File: src/rtl/pio_input_capture.sv
// Pushbutton/switch input capture: 2-FF sync, per-bit debounce, key-press edge
// capture with W1C/mask/IRQ, exposed over a fixed-latency Avalon-MM slave.
module pio_input_capture #(
  parameter int unsigned N_KEY           = 4,
  parameter int unsigned N_SW            = 10,
  parameter int unsigned DEBOUNCE_CYCLES = 1000000,
  parameter int unsigned CNT_W           = 20
) (
  input  logic              clk,
  input  logic              reset,
  input  logic [N_KEY-1:0]  key_n_in,
  input  logic [N_SW-1:0]   sw_in,
  input  logic [1:0]        avs_address,
  input  logic              avs_read,
  output logic [31:0]       avs_readdata,
  input  logic              avs_write,
  input  logic [31:0]       avs_writedata,
  output logic              irq,
  output logic [N_KEY-1:0]  key_level
);

  localparam int unsigned N_IN = N_KEY + N_SW;

  localparam logic [1:0] ADDR_KEY  = 2'd0;
  localparam logic [1:0] ADDR_SW   = 2'd1;
  localparam logic [1:0] ADDR_EDGE = 2'd2;
  localparam logic [1:0] ADDR_MASK = 2'd3;

  logic [N_IN-1:0]            sync1_q, sync1_d;
  logic [N_IN-1:0]            sync2_q, sync2_d;
  logic [N_IN-1:0]            stable_q, stable_d;
  logic [N_IN-1:0][CNT_W-1:0] cnt_q, cnt_d;
  logic [N_KEY-1:0]           edge_q, edge_d;
  logic [N_KEY-1:0]           mask_q, mask_d;
  logic [N_KEY-1:0]           press_c;
  logic                       irq_q, irq_d;
  logic [31:0]                rdata_q, rdata_d;

  // Synchronizer inputs; keys are inverted on the way in so a cleared
  // synchronizer means "released" and a key held through reset still pays
  // the full sync + debounce latency.
  always_comb begin
    sync1_d = {sw_in, ~key_n_in};
    sync2_d = sync1_q;
  end

  // Per-bit debounce: a new level must persist DEBOUNCE_CYCLES cycles.
  always_comb begin
    stable_d = stable_q;
    cnt_d    = cnt_q;
    for (int i = 0; i < int'(N_IN); i++) begin
      if (sync2_q[i] == stable_q[i]) begin
        cnt_d[i] = '0;
      end else if (cnt_q[i] == CNT_W'(DEBOUNCE_CYCLES - 1)) begin
        stable_d[i] = sync2_q[i];
        cnt_d[i]    = '0;
      end else begin
        cnt_d[i] = cnt_q[i] + CNT_W'(1);
      end
    end
  end

  // Key presses (stable 0->1), edge W1C with set priority, mask and irq.
  always_comb begin
    press_c = stable_d[N_KEY-1:0] & ~stable_q[N_KEY-1:0];
    edge_d  = edge_q;
    mask_d  = mask_q;
    if (avs_write) begin
      case (avs_address)
        ADDR_EDGE: edge_d = edge_q & ~N_KEY'(avs_writedata);
        ADDR_MASK: mask_d = N_KEY'(avs_writedata);
        default:   ;
      endcase
    end
    edge_d = edge_d | press_c;
    irq_d  = |(edge_q & mask_q);
  end

  // Read mux; readdata holds when no read is presented.
  always_comb begin
    rdata_d = rdata_q;
    if (avs_read) begin
      case (avs_address)
        ADDR_KEY:  rdata_d = 32'(stable_q[N_KEY-1:0]);
        ADDR_SW:   rdata_d = 32'(stable_q[N_IN-1:N_KEY]);
        ADDR_EDGE: rdata_d = 32'(edge_q);
        ADDR_MASK: rdata_d = 32'(mask_q);
        default:   rdata_d = '0;
      endcase
    end
  end

  // State registers with synchronous reset.
  always_ff @(posedge clk) begin
    if (reset) begin
      sync1_q  <= '0;
      sync2_q  <= '0;
      stable_q <= '0;
      cnt_q    <= '0;
      edge_q   <= '0;
      mask_q   <= '0;
      irq_q    <= 1'b0;
      rdata_q  <= '0;
    end else begin
      sync1_q  <= sync1_d;
      sync2_q  <= sync2_d;
      stable_q <= stable_d;
      cnt_q    <= cnt_d;
      edge_q   <= edge_d;
      mask_q   <= mask_d;
      irq_q    <= irq_d;
      rdata_q  <= rdata_d;
    end
  end

  assign avs_readdata = rdata_q;
  assign irq          = irq_q;
  assign key_level    = stable_q[N_KEY-1:0];

endmodule

File: config.mk
export PLATFORM = sky130hd
export DESIGN_NAME = pio_input_capture
export DESIGN_NICKNAME = d
export VERILOG_FILES = /design/src/rtl/pio_input_capture.sv
export SDC_FILE = /design/constraint.sdc
export NUM_CORES = 1
export LEC_CHECK = 0
export CORE_ASPECT_RATIO = 1.4
export CORE_MARGIN = 2
export CORE_UTILIZATION = 55
export CTS_BUF_LIST = sky130_fd_sc_hd__clkbuf_16
export DETAILED_ROUTE_END_ITERATION = 7
export PLACE_DENSITY = 0.75
export SLEW_MARGIN = 20
export SYNTH_ARGS = -nofsm -noshare
export SYNTH_HDL_FRONTEND = slang
export SYNTH_SLANG_ARGS = --single-unit
File: constraint.sdc
create_clock -name clk -period 3.07 [get_ports clk]
set_input_delay 0.7675 -clock clk [delete_from_list [all_inputs] [get_ports clk]]
set_output_delay 0.7675 -clock clk [all_outputs]
set_load 0.02 [all_outputs]
==> impl_metrics.env <==
export IMPL_status="completed"
export IMPL_p_sw_mw=1.831
export IMPL_core_um2=26920
export IMPL_cts_made_buffers=35
export IMPL_die_area_um2=28670
export IMPL_ys_ff_latch=341
export IMPL_synth_common_cells="341 x dfxtp_1, 221 x nor2_1, 123 x a21oi_1, 104 x xnor2_1, 98 x nand3_1"
export IMPL_vias=11870
export IMPL_setup_violations=0
export IMPL_synth_top_cell_area_share_pct=45.44
export IMPL_cts_clk_slew_worst_paths_ns=0.06
export IMPL_setup_ws_ns=0.5708
export IMPL_hpwl_mm=19.62
export IMPL_ctsHoldBuffers=0
export IMPL_cts_tree="yes"
export IMPL_p_seq_share_pct=50.4
export IMPL_dp_cells=2086
export IMPL_combinationalPowerShare_pct=1.8
export IMPL_tightest_slew_ns=0.7526
export IMPL_synth_cells=1731
export IMPL_grt_max_degree=31
export IMPL_vias_per_cell=5.523
export IMPL_synth_area_leader_cell="dfxtp_1"
export IMPL_slew_viol_final=0
export IMPL_crit_required_ns=3.44
export IMPL_drive_gt1_share_pct=5.833
export IMPL_setup_tns_ns=0
export IMPL_cts_root_buf="clkbuf_16"
export IMPL_yosysWarningCount=0
export IMPL_cp_startpoint="cnt_q[72]"
export IMPL_power_mw=8.856
export IMPL_max_clock_path_buffers=3
export IMPL_critical_path_peak_fanout=20
export IMPL_clk_latency_ns=0.51
export IMPL_io_pins=89
export IMPL_final_cell_count_no_fill=2150
export IMPL_synth_edf_count=0
export IMPL_drtPass1Iterations=4
export IMPL_p_per_area_nw_per_um2=528.6
export IMPL_post_cts_buffers=0
export IMPL_internal_power_mw=7.025
export IMPL_reg2reg_from="cnt_q[72]"
export IMPL_reg2reg_slack_ns=0.57
export IMPL_floorplan_initialDensity_pct=55.81
export IMPL_syn_cell_area_um2=15020
export IMPL_place_ws_ns=0.5882
export IMPL_synth_most_common_cell="dfxtp_1"
export IMPL_maxSlewHeadroom_pct=49.49
export IMPL_cp_start_kind="register"
export IMPL_finalCritPeriodShare_pct=81.41
export IMPL_fmax_mhz=400.1
export IMPL_die_x_um=143.7
export IMPL_antenna_found_initial=3
export IMPL_track_usage_pct=19.87
export IMPL_final_nets=1824
export IMPL_wirelength_mm=28.49
export IMPL_r2r_end="cnt_q[67]"
export IMPL_clkPwrFrac_pct=47.7
export IMPL_synth_area_top_cells="dfxtp_1 45%, xnor2_1 6.1%, nor2_1 5.5%, a21oi_1 4.1%, xor2_1 3.9%"
export IMPL_crit_end="cnt_q[67]"
export IMPL_h_tree_depth=2
export IMPL_ys_seq_area_share_pct=45.44
export IMPL_fin_area_um2=16750
export IMPL_drc_errors=0
export IMPL_grt_first_pass_wirelength_mm=48.60
export IMPL_cts_resized=0
export IMPL_grt_pass1_vias=11030
export IMPL_peakVddDrop_uv=408.6
export IMPL_critPathKind="reg -> reg"
export IMPL_reg2reg_depth=4
export IMPL_syn_to_final_growth_pct=11.52
export IMPL_dpl_cell_area_um2=15600
export IMPL_drtAntennaViolNets=0
export IMPL_power_leakage_nw=4.899
export IMPL_fin_crit_ns=2.499
export IMPL_hold_viol=0
export IMPL_async_reset_ff_share_pct=0
export IMPL_end_kind="register"
export IMPL_finalWeightedCongestion=0.8020
export IMPL_maxCapViolations=0
export IMPL_cts_sinks=341
export IMPL_wl_per_cell_um=13.25
export IMPL_io_buffers=38
export IMPL_yosys_cell_types_count=52
export IMPL_rows=71
export IMPL_clock_skew_ns=0.008070
export IMPL_gr_total_overflow=0
export IMPL_die_h_um=199.6
export IMPL_arrival_ns=2.87
export IMPL_first_iter_violations=523
export IMPL_synth_avg_cell_area_um2=8.679
export IMPL_netSwitchingFraction_pct=20.68
export IMPL_grt_setup_unrepaired="false"
export IMPL_hold_path_class="reg -> reg"
export IMPL_synth_flop_cell="dfxtp_1"
-- kinds of logic (layout without fill, tap and decap cells) --
family | count (synthesis) | after routing | synth area share (%)
AO/OA/AOI/OAI | 252 | 252 | 9.270
XOR/XNOR | 171 | 171 | 9.969
adder cells (fa/ha/maj) | 14 | 14 | 1.166
buffers and inverters | 158 | 189 | 4.855
flip-flops | 341 | 341 | 45.44
multiplexers | 8 | 8 | 0.8662
other | 1 | 24 | 0.02496
AND/OR/NAND/NOR | 786 | 786 | 28.41
-- worst max-delay path, cell delays in order (launching register included) --
cell	delay [ns]
dfxtp_1	0.37
or4b_2	0.66
nor4_1	0.58
a211o_1	0.63
nor2_1	0.12
-- state kept, by name, indices dropped and copies added (netlist names) --
signal,cells
edge_q,4
stable_q,14
avs_readdata,10
cnt_q,280
irq,1
sync2_q,14
sync1_q,14
mask_q,4
-- placed cells by master (no fill, tap or decap), types with 10 or more instances in the layout --
master,n
and3_1,10
o21ai_0,68
xor2_1,67
dfxtp_1,341
conb_1,22
nand3_1,98
and4_1,15
nor2_1,221
or2_2,14
a21oi_1,123
nor4_1,31
clkdlybuf4s50_1,37
clkbuf_16,37
buf_4,17
or3_1,66
inv_1,78
xnor2_1,104
nand4_1,61
nor3_1,34
nor2b_1,26
o21ai_1,12
nand2_1,81
or4_1,61
ha_1,14
o31ai_1,41
-- area by class of cell --
class                      instances  area, um2
fill                            2323      10160
multi-input combinational       1253       7546
sequential                       341       6827
clock buffer                      37      925.9
timing repair buffer              54      498.0
tap                              365      456.7
inverter                          73      274.0
clock inverter                    25      221.5
antenna                            2      5.005
-- metrics by stage --
stage | utilization (%) | hold WS [ns]
6_report | 62.24 | 0.4333
5_1_grt | 62.22 | 0.4537
4_1_cts | 62.22 | 0.4372
3_5_place_dp | 57.96 | 0.4227
3_3_place_gp | 57.96 | 0.4178
2_1_floorplan | - | 0.4129
-- power groups by stage --
stage	clock, mW	combinational, mW	sequential [mW]
2_1_floorplan	0	0.126	4.56
3_3_place_gp	0	0.160	4.56
3_5_place_dp	0	0.163	4.56
4_1_cts	4.33	0.164	4.46
5_1_grt	4.52	0.180	4.46
6_report	4.23	0.163	4.46
-- routing by layer --
metal	up-vias	wire length (um)	share of wire, %	track usage, %
li1	6126	-	-	-
met1	5563	12690	45	23.86
met2	134	14170	50	35.93
met3	49	972	3.4	3.571
met4	2	635	2.2	5.991
met5	-	13	0.046	0
-- how the worst min path moves through the flow --
stage,startpoint,end,cells past startpoint
after detailed placement,sync1_q[12],sync2_q[12],1
final,cnt_q[140],cnt_q[140],1
after global routing,sync1_q[8],sync2_q[8],1
after floorplan,cnt_q[0],cnt_q[0],1
after global placement,sync1_q[11],sync2_q[11],1
after CTS,sync1_q[5],sync2_q[5],1
No activity file was read; power rests on OpenSTA's default activity.
